$ cat src/rtl/led_fade_pkg.sv
// led_fade_pkg
// Shared types and constants for the RGB fade/PWM peripheral.
//   fade_state_t     : fade sequencer state (IDLE, FADING)
//   NUM_CHANNELS     : number of colour channels (red, green, blue)
//   PWM_BITS_DEFAULT : default duty / PWM counter width
package led_fade_pkg;

    localparam int NUM_CHANNELS     = 3;
    localparam int PWM_BITS_DEFAULT = 8;

    typedef enum logic {
        IDLE   = 1'b0,
        FADING = 1'b1
    } fade_state_t;

endpackage

$ cat src/rtl/pwm_channel.sv
// pwm_channel
// One colour channel: fade position (current), duty in use (shadow) and the
// registered PWM compare output.
// Ports:
//   clk, reset   : system clock, async active-high reset
//   pwm_cnt      : shared PWM counter value
//   wrap         : counter wraps to 0 at this edge; shadow takes current
//   target       : latched target duty for this channel
//   target_new   : target on the register bus (valid with update)
//   jump         : load current straight from target_new (fade rate 0)
//   step         : move current one step toward target
//   equal        : current == target
//   differs_new  : target_new != current
//   pin          : registered PWM output, active-high
module pwm_channel
    import led_fade_pkg::*;
#(
    parameter int PWM_BITS = PWM_BITS_DEFAULT
) (
    input  logic                clk,
    input  logic                reset,
    input  logic [PWM_BITS-1:0] pwm_cnt,
    input  logic                wrap,
    input  logic [PWM_BITS-1:0] target,
    input  logic [PWM_BITS-1:0] target_new,
    input  logic                jump,
    input  logic                step,
    output logic                equal,
    output logic                differs_new,
    output logic                pin
);

    logic [PWM_BITS-1:0] current;
    logic [PWM_BITS-1:0] shadow;

    assign equal       = (current == target);
    assign differs_new = (target_new != current);

    always_ff @(posedge clk or posedge reset) begin
        if (reset) begin
            current <= '0;
            shadow  <= '0;
            pin     <= 1'b0;
        end else begin
            if (jump) begin
                current <= target_new;
            end else if (step && !equal) begin
                // Move by one toward the target; the !equal guard keeps it
                // from ever overshooting or wrapping.
                if (current < target)
                    current <= current + PWM_BITS'(1);
                else
                    current <= current - PWM_BITS'(1);
            end
            // Shadow only changes at the period boundary, so a duty change
            // never cuts a PWM period short. It takes the pre-edge current.
            if (wrap)
                shadow <= current;
            pin <= (pwm_cnt < shadow);
        end
    end

endmodule

$ cat src/rtl/led_fade_pwm.sv
// led_fade_pwm
// Memory-mapped RGB fade/PWM peripheral. Software writes target colour and
// fade rate; each channel's duty then ramps one step per fade_rate PWM
// periods toward its target, with duty changes applied at period boundaries.
// Ports:
//   clk, reset                          : system clock, async active-high reset
//   update                              : one-cycle write strobe
//   target_red/green/blue               : target duties, sampled on update
//   fade_rate                           : PWM periods per duty step, 0 = jump
//   red, green, blue                    : registered PWM outputs
//   busy                                : a fade is in progress
//   done                                : one-cycle pulse when a fade ends
//   period_start                        : one-cycle pulse after counter wrap
module led_fade_pwm
    import led_fade_pkg::*;
#(
    parameter int PWM_BITS = PWM_BITS_DEFAULT,
    parameter int PRESCALE = 47
) (
    input  logic                clk,
    input  logic                reset,
    input  logic                update,
    input  logic [PWM_BITS-1:0] target_red,
    input  logic [PWM_BITS-1:0] target_green,
    input  logic [PWM_BITS-1:0] target_blue,
    input  logic [7:0]          fade_rate,
    output logic                red,
    output logic                green,
    output logic                blue,
    output logic                busy,
    output logic                done,
    output logic                period_start
);

    localparam int PS_W = (PRESCALE > 1) ? $clog2(PRESCALE) : 1;

    logic [PS_W-1:0]     pre_cnt;
    logic                step_tick;
    logic [PWM_BITS-1:0] pwm_cnt;
    logic                wrap;

    fade_state_t         state;
    logic [7:0]          rate_reg;
    logic [7:0]          fade_cnt;
    logic [PWM_BITS-1:0] target_reg [NUM_CHANNELS];
    logic [PWM_BITS-1:0] target_in  [NUM_CHANNELS];

    logic [NUM_CHANNELS-1:0] ch_equal;
    logic [NUM_CHANNELS-1:0] ch_differs_new;
    logic [NUM_CHANNELS-1:0] ch_pin;

    logic all_equal;
    logic any_differs_new;
    logic jump;
    logic step_en;

    assign target_in[0] = target_red;
    assign target_in[1] = target_green;
    assign target_in[2] = target_blue;

    assign step_tick = (pre_cnt == PS_W'(PRESCALE - 1));
    assign wrap      = step_tick && (pwm_cnt == {PWM_BITS{1'b1}});

    assign all_equal       = &ch_equal;
    assign any_differs_new = |ch_differs_new;
    assign jump            = update && (fade_rate == 8'd0);

    // A write in the same cycle owns fade_cnt and the targets, so no step is
    // taken toward a target that is about to be replaced.
    assign step_en = (state == FADING) && !update && !all_equal && wrap &&
                     (fade_cnt == rate_reg - 8'd1);

    always_ff @(posedge clk or posedge reset) begin
        if (reset) begin
            pre_cnt      <= '0;
            pwm_cnt      <= '0;
            period_start <= 1'b0;
        end else begin
            if (step_tick) begin
                pre_cnt <= '0;
                pwm_cnt <= pwm_cnt + PWM_BITS'(1);
            end else begin
                pre_cnt <= pre_cnt + PS_W'(1);
            end
            period_start <= wrap;
        end
    end

    always_ff @(posedge clk or posedge reset) begin
        if (reset) begin
            state    <= IDLE;
            busy     <= 1'b0;
            done     <= 1'b0;
            rate_reg <= '0;
            fade_cnt <= '0;
            for (int i = 0; i < NUM_CHANNELS; i++)
                target_reg[i] <= '0;
        end else begin
            done <= 1'b0;
            if (update) begin
                for (int i = 0; i < NUM_CHANNELS; i++)
                    target_reg[i] <= target_in[i];
                rate_reg <= fade_rate;
                fade_cnt <= '0;
                // A rate-0 write jumps current directly, so it never starts
                // a fade from IDLE; while FADING the state is kept and the
                // fade closes out (with done) once everything matches.
                if (fade_rate != 8'd0 && any_differs_new) begin
                    state <= FADING;
                    busy  <= 1'b1;
                end
            end else if (state == FADING) begin
                if (all_equal) begin
                    state <= IDLE;
                    busy  <= 1'b0;
                    done  <= 1'b1;
                end else if (wrap) begin
                    if (fade_cnt == rate_reg - 8'd1)
                        fade_cnt <= '0;
                    else
                        fade_cnt <= fade_cnt + 8'd1;
                end
            end
        end
    end

    for (genvar g = 0; g < NUM_CHANNELS; g++) begin : g_chan
        pwm_channel #(
            .PWM_BITS (PWM_BITS)
        ) u_chan (
            .clk         (clk),
            .reset       (reset),
            .pwm_cnt     (pwm_cnt),
            .wrap        (wrap),
            .target      (target_reg[g]),
            .target_new  (target_in[g]),
            .jump        (jump),
            .step        (step_en),
            .equal       (ch_equal[g]),
            .differs_new (ch_differs_new[g]),
            .pin         (ch_pin[g])
        );
    end

    assign red   = ch_pin[0];
    assign green = ch_pin[1];
    assign blue  = ch_pin[2];

endmodule

$ cat config.mk
export PLATFORM = sky130hd
export DESIGN_NAME = led_fade_pwm
export DESIGN_NICKNAME = d
export VERILOG_FILES = /design/src/rtl/led_fade_pkg.sv /design/src/rtl/pwm_channel.sv /design/src/rtl/led_fade_pwm.sv
export SDC_FILE = /design/constraint.sdc
export NUM_CORES = 1
export LEC_CHECK = 0
export ABC_AREA = 0
export BUFFER_PORTS_ARGS = -buffer_cell sky130_fd_sc_hd__buf_4
export CAP_MARGIN = 0
export CORE_MARGIN = 1.5
export CORE_UTILIZATION = 40
export DETAILED_ROUTE_END_ITERATION = 8
export GPL_ROUTABILITY_DRIVEN = 1
export SLEW_MARGIN = 10
export SYNTH_ARGS = -nofsm -noshare
export SYNTH_HDL_FRONTEND = slang
export SYNTH_SLANG_ARGS = --single-unit
export TNS_END_PERCENT = 20
$ cat constraint.sdc
create_clock -name clk -period 4.5 [get_ports clk]
set_input_delay 0.675 -clock clk [delete_from_list [all_inputs] [get_ports clk]]
set_output_delay 0.675 -clock clk [all_outputs]
set_load 0.02 [all_outputs]
==> results of run 1 <==
[layout make-up]
class | count | area [sq um] | share of cell area
Sequential cell | 109 | 2728 | 0.3549
Multi-Input combinational cell | 519 | 3801 | 0.4945
Clock inverter | 2 | 16.27 | 0.002116
Inverter | 63 | 239.0 | 0.03109
Clock buffer | 14 | 274.0 | 0.03565
Timing Repair Buffer | 47 | 352.8 | 0.04591
Tap cell | 220 | 275.3 | 0.03581
[kinds of logic (layout without fill, tap and decap cells)]
| kind of cell | after synthesis | after routing |
|---|---|---|
| simple gates | 202 | 202 |
| fa+ha+maj | 74 | 74 |
| buf+inv | 82 | 126 |
| xor+xnor | 63 | 63 |
| flops | 109 | 109 |
| compound gates | 150 | 150 |
| mux | 30 | 30 |
[worst max path at each step]
stage | end | slack, ns | cells past startpoint
2_1_floorplan | busy | 0.95 | 1
3_3_place_gp | g_chan[2].u_chan.current[7] | 1.04 | 14
3_5_place_dp | g_chan[2].u_chan.current[7] | 0.95 | 14
4_1_cts | g_chan[2].u_chan.current[7] | 0.93 | 14
5_1_grt | g_chan[2].u_chan.current[7] | 0.57 | 14
6_report | g_chan[2].u_chan.current[7] | 0.90 | 14
[layout by cell type (no fill, tap or decap), drive strengths merged, types with 17 or more instances in the layout]
cell   count
inv       63
nand3     22
dfrtp    109
nor2      30
o21ai     67
a21oi     28
nand4     17
buf       47
ha        71
nor3      18
nand2     77
xnor2     38
xor2      25
[metal layers]
| metal | vias up | share of wire |
|---|---|---|
| met5 | - | 0 |
| met4 | 0 | 0.015 |
| met3 | 25 | 0.036 |
| met2 | 91 | 0.48 |
| met1 | 2566 | 0.47 |
| li1 | 2555 | - |
[report_power, final]
| group | leakage, nW | total, mW | switching [mW] | internal [mW] |
|---|---|---|---|---|
| Clock | 0.139 | 0.782 | 0.359 | 0.423 |
| Sequential | 1.42 | 1.07 | 0.0488 | 1.02 |
| Combinational | 1.95 | 0.364 | 0.206 | 0.158 |
| Total | 3.51 | 2.21 | 0.614 | 1.60 |
==> reports/metrics.csv, run 1 <==
metric,value,unit
outcome,"finished, final reports clean",
synth-seq-cells,109,
port_buffers,40,
cap_violations,0,
totalWireLength,15680,um
async_flop_share,1.000,
yosys-mux-area-fraction,0.04729,
gr-total-overflow,0,
num_io_pins,41,
worstSetupStartpointType,flop,
n_antenna_cell,0,
cellPowerDensity,288.2,mW/mm^2
ys_seq_area_frac,0.3996,
finalClockSkew,0.004753,ns
cts_buffers,9,
synthTopCellsByCount,"dfrtp_1 (109), nand2_1 (77), ha_1 (71)",
fin_crit_sh,0.7998,
synth-main-ff-cell,dfrtp_1,
dpl_worst_slack,0.9463,ns
startpoint,g_chan[2].u_chan.current[1],
cellLeakagePower,3.508,nW
cp_cell_sequence,"ha_1, nor2b_1, o211ai_1, a21oi_1, a211oi_1, inv_1, ha_1, a21o_1, nand4_1, nand3_1, o41ai_1, xor2_1, mux2_2, o221a_2",
n_fill_cell,1592,
grt_pass1_vias,5283,
cts_root_buffer,clkbuf_16,
routedWlPerCell,16.10,um
antenna_found_initial,0,
required,4.75,ns
rsz0062_at_grt,no,
rows,47,
cp.arrival,3.84,ns
worst_pin_slew,1.081,ns
coreArea,0.01664,sq mm
fin_area,0.007686,sq mm
r2r_slack,0.90,ns
drive_above_1_share,0.1207,
synth_top_family_by_area,simple AND/OR/NAND/NOR gates,
grt.met1_usage,0.2516,
synth_edf_count,0,
synth_warnings,0,
holdWs,0.1805,ns
drt_iter0_drc,235,
ir_drop,0.1864,mV
track_usage,0.1889,
yosysTopAreaCell,dfrtp_1,
cts.sinks,109,
dr.pass1.iters,7,
dpl_cell_area,0.007396,sq mm
synth-simple-area-share,0.1483,
max_stage_delay,0.47,ns
dp.cells,958,
power,2.215,mW
drc,0,
endpoint_kind,flop,
synth_xor_area_frac,0.08083,
die_h,133.6,um
hold_viol,0,
reg2reg_from,g_chan[2].u_chan.current[1],
synthTopCellsByArea,"dfrtp_1 (40%), ha_1 (13%), xnor2_1 (4.9%), o21ai_0 (4.4%), nand2_1 (4.2%)",
fin_tns_setup,0,ns
clk_pin_slew_worst_paths,0.07,ns
final.setup.worst_slack,0.9008,ns
synth.distinct_cells,56,
critical_path_class,flop to flop,
grt_use_met2,0.3146,
cts_setup_buffers,0,
via_per_inst,5.377,
initial_core_util,0.4102,
finish.net_count,858,
top_usage_layer,met2,
slew_headroom,0.2738,
grt_max_degree,71,
grtUsageMet3,0.04072,
cts_buffer_depth,2,
path_delay_family,compound AO/OA/AOI/OAI gates,
syn2layout_area_growth,12.59,%
vias,5237,
crit_fanout,8,
syn-instance-count,710,
clock_latency,0.36,ns
synthAdderAreaFrac,0.1389,
cts_tree,yes,
cpMostUsedCell,ha_1,
cts_resized,0,
cp_slowest_cell,dfrtp_1,
post-dp-hpwl,11840,um
die_area,0.01786,sq mm
final_cells,974,
hold_class,input pin to async pin,
syn_avg_cell_area,9.615,sq um
hold_buffers,0,
grt_first_pass_wirelength,26750,um
slew_viol_final,0,
yosysMostFrequentCell,dfrtp_1,
postLayoutCoreUtil,0.4618,
place_congestion,0.8634,
critPathBufInv,1,
setup_viol,0,
htreeDepth,3,
fmax,277.8,MHz
fin_crit,3.599,ns
syn_area,0.006827,sq mm
synth_compound_area_frac,0.1398,
r2r-end,g_chan[2].u_chan.current[7],
ant_nets,0,
synth_top_area_share,0.3996,
die_w,133.6,um
synth_nets,819,
reg2reg_depth,14,
Power figures use the tool's default switching activity.
==> run 2: changes to the inputs <==
ABC_AREA = 1   (was 0)
clock period = 2.9 ns   (was 4.5 ns; I/O delays follow)
==> reports/metrics.csv, run 2 <==
metric,value,unit
outcome,"finished, final reports clean",
drt_iter0_drc,307,
cpMostUsedCell,nand2_1,
antenna_found_initial,0,
final_cells,1243,
cts_tree,yes,
vias,6101,
via_per_inst,4.908,
initial_core_util,0.4084,
die_w,138.4,um
coreArea,0.01796,sq mm
ant_nets,0,
syn_avg_cell_area,7.691,sq um
synth_xor_area_frac,0.05730,
port_buffers,40,
hold_viol,0,
slew_headroom,0.6008,
r2r_slack,0.26,ns
required,3.19,ns
setup_viol,0,
die_area,0.01916,sq mm
grt_pass1_vias,5826,
fin_area,0.008337,sq mm
critPathBufInv,1,
mostFrequentLayoutCell,nand2_1,
cp.arrival,2.93,ns
post-dp-hpwl,12640,um
synthTopCellsByCount,"nand2_1 (286), inv_1 (120), dfrtp_1 (109)",
synth.distinct_cells,41,
syn_area,0.007337,sq mm
final.setup.worst_slack,0.2587,ns
yosys-mux-area-fraction,0,
sequentialPowerShare,0.509,
crit_fanout,7,
gr-total-overflow,0,
drive_above_1_share,0.1105,
syn2layout_area_growth,13.63,%
power,3.140,mW
finish.net_count,1118,
syn-instance-count,954,
r2r-end,g_chan[0].u_chan.current[6],
finalClockSkew,0.01070,ns
cts_buffer_depth,2,
p_int,2.300,mW
cp_cell_sequence,"ha_1, nand2_1, a21oi_1, nor2_2, nand2_2, ha_1, inv_1, o21bai_1, nand2_1, nand3_1, xor2_1, nand2_1, nand2_1, nand2_1, nand2_1",
fin_tns_setup,0,ns
p_comb_frac,0.125,
critical_path_class,flop to flop,
worstSetupStartpointType,flop,
async_flop_share,1.000,
endpoint_kind,flop,
cellLeakagePower,4.402,nW
fin_crit_sh,0.9108,
cap_violations,0,
cts_root_buffer,clkbuf_16,
clk_pin_slew_worst_paths,0.07,ns
yosysMostFrequentCell,nand2_1,
cts_setup_buffers,0,
slew_viol_final,0,
num_io_pins,41,
cp_slowest_cell,dfrtp_2,
hold_class,input pin to async pin,
rsz0062_at_grt,no,
dr.pass1.iters,5,
synth_compound_area_frac,0.09465,
cts.sinks,109,
power_frac_clock,0.366,
dp.cells,1227,
path_delay_family,simple AND/OR/NAND/NOR gates,
ys_seq_area_frac,0.3718,
htreeDepth,3,
synth-seq-cells,109,
totalWireLength,17080,um
postLayoutCoreUtil,0.4641,
max_stage_delay,0.45,ns
n_antenna_cell,0,
hold_buffers,0,
layout_common_cells,"nand2_1 (283), inv_1 (119), dfrtp_1 (108)",
synthTopCellsByArea,"dfrtp_1 (37%), nand2_1 (15%), ha_1 (12%), inv_1 (6.1%), o21ai_0 (5.4%)",
synth_top_area_share,0.3718,
cellPowerDensity,376.6,mW/mm^2
reg2reg_depth,15,
dpl_cell_area,0.008051,sq mm
reg2reg_from,g_chan[0].u_chan.current[7],
dpl_worst_slack,0.05820,ns
rows,49,
fmax,378.6,MHz
synth_nets,1063,
worst_pin_slew,0.5976,ns
place_congestion,0.8465,
cts_buffers,9,
synth_edf_count,0,
synth_top_family_by_area,simple AND/OR/NAND/NOR gates,
cts_resized,0,
synth-simple-area-share,0.2706,
yosysTopAreaCell,dfrtp_1,
grt_max_degree,52,
drc,0,
synthAdderAreaFrac,0.1293,
grt_first_pass_wirelength,29000,um
holdWs,0.1587,ns
fin_crit,2.641,ns
track_usage,0.1863,
die_h,138.4,um
routedWlPerCell,13.74,um
ir_drop,0.2543,mV
synth_warnings,0,
p_sw_frac,0.2673,
clock_latency,0.35,ns
synth-main-ff-cell,dfrtp_1,
switchingPower,839.4,uW
## run 2: cell count changes in the layout (fill, tap and decap cells not counted), sizes merged, moves of 13 or more
cell   before  now
nor2       30   44
mux2i      15    0
mux2       15    0
xnor2      38   25
inv        63  124
nand2      77  293
nand3      22   75
buf        47   64
o21ai      67   81
## run 2: worst register-to-register path: stages, from the launching register on
cell and delay, ns:
dfrtp_2 0.45, ha_1 0.32, nand2_1 0.14, a21oi_1 0.08, nor2_2 0.17, nand2_2 0.15
ha_1 0.39, inv_1 0.09, o21bai_1 0.20, nand2_1 0.08, nand3_1 0.09, xor2_1 0.15
nand2_1 0.06, nand2_1 0.09, nand2_1 0.05, nand2_1 0.05
## run 2: cell type report
cell class / count / area, sq um
fill: 1812 / 9627
multi-input combinational: 698 / 4074
sequential: 109 / 2729
timing repair buffer: 64 / 505.5
inverter: 127 / 480.5
tap: 229 / 286.5
clock buffer: 12 / 236.5
clock inverter: 4 / 25.02
## run 2: worst max-delay path by stage
stage,startpoint,end,slack [ns],cells after the start
after global routing,g_chan[0].u_chan.current[7],g_chan[0].u_chan.current[7],0.008,18
after floorplan,g_chan[2].u_chan.current[7],g_chan[2].u_chan.current[7],0.45,16
after detailed placement,g_chan[0].u_chan.current[7],g_chan[0].u_chan.current[7],0.06,18
after CTS,g_chan[0].u_chan.current[7],g_chan[0].u_chan.current[7],0.03,18
after global placement,g_chan[0].u_chan.current[7],g_chan[0].u_chan.current[5],0.06,15
final,g_chan[0].u_chan.current[7],g_chan[0].u_chan.current[6],0.26,15
## run 2: power by group through the flow
stage / Sequential [mW] / Combinational [mW] / Clock [mW]
2_1_floorplan: 1.63 / 0.258 / 0
5_1_grt: 1.60 / 0.454 / 1.25
6_report: 1.60 / 0.394 / 1.15
3_5_place_dp: 1.63 / 0.397 / 0
4_1_cts: 1.60 / 0.399 / 1.19
3_3_place_gp: 1.63 / 0.394 / 0
## run 2: cell families after synthesis
group | after synthesis
AOI/OAI and AO/OA | 130
xor gates and xnor gates | 48
adders and majority gates | 74
buffers and inverters | 147
DFF | 109
and+or+nand+nor | 446
## run 2: layer usage
metal / routed length, um / share of wire / track usage / vias up
met3: 400 / 0.023 / 0.02078 / 21
met4: 405 / 0.024 / 0.06593 / 0
li1: - / - / - / 3189
met5: 0 / 0 / 0 / -
met1: 8440 / 0.49 / 0.2620 / 2819
met2: 7833 / 0.46 / 0.2982 / 72
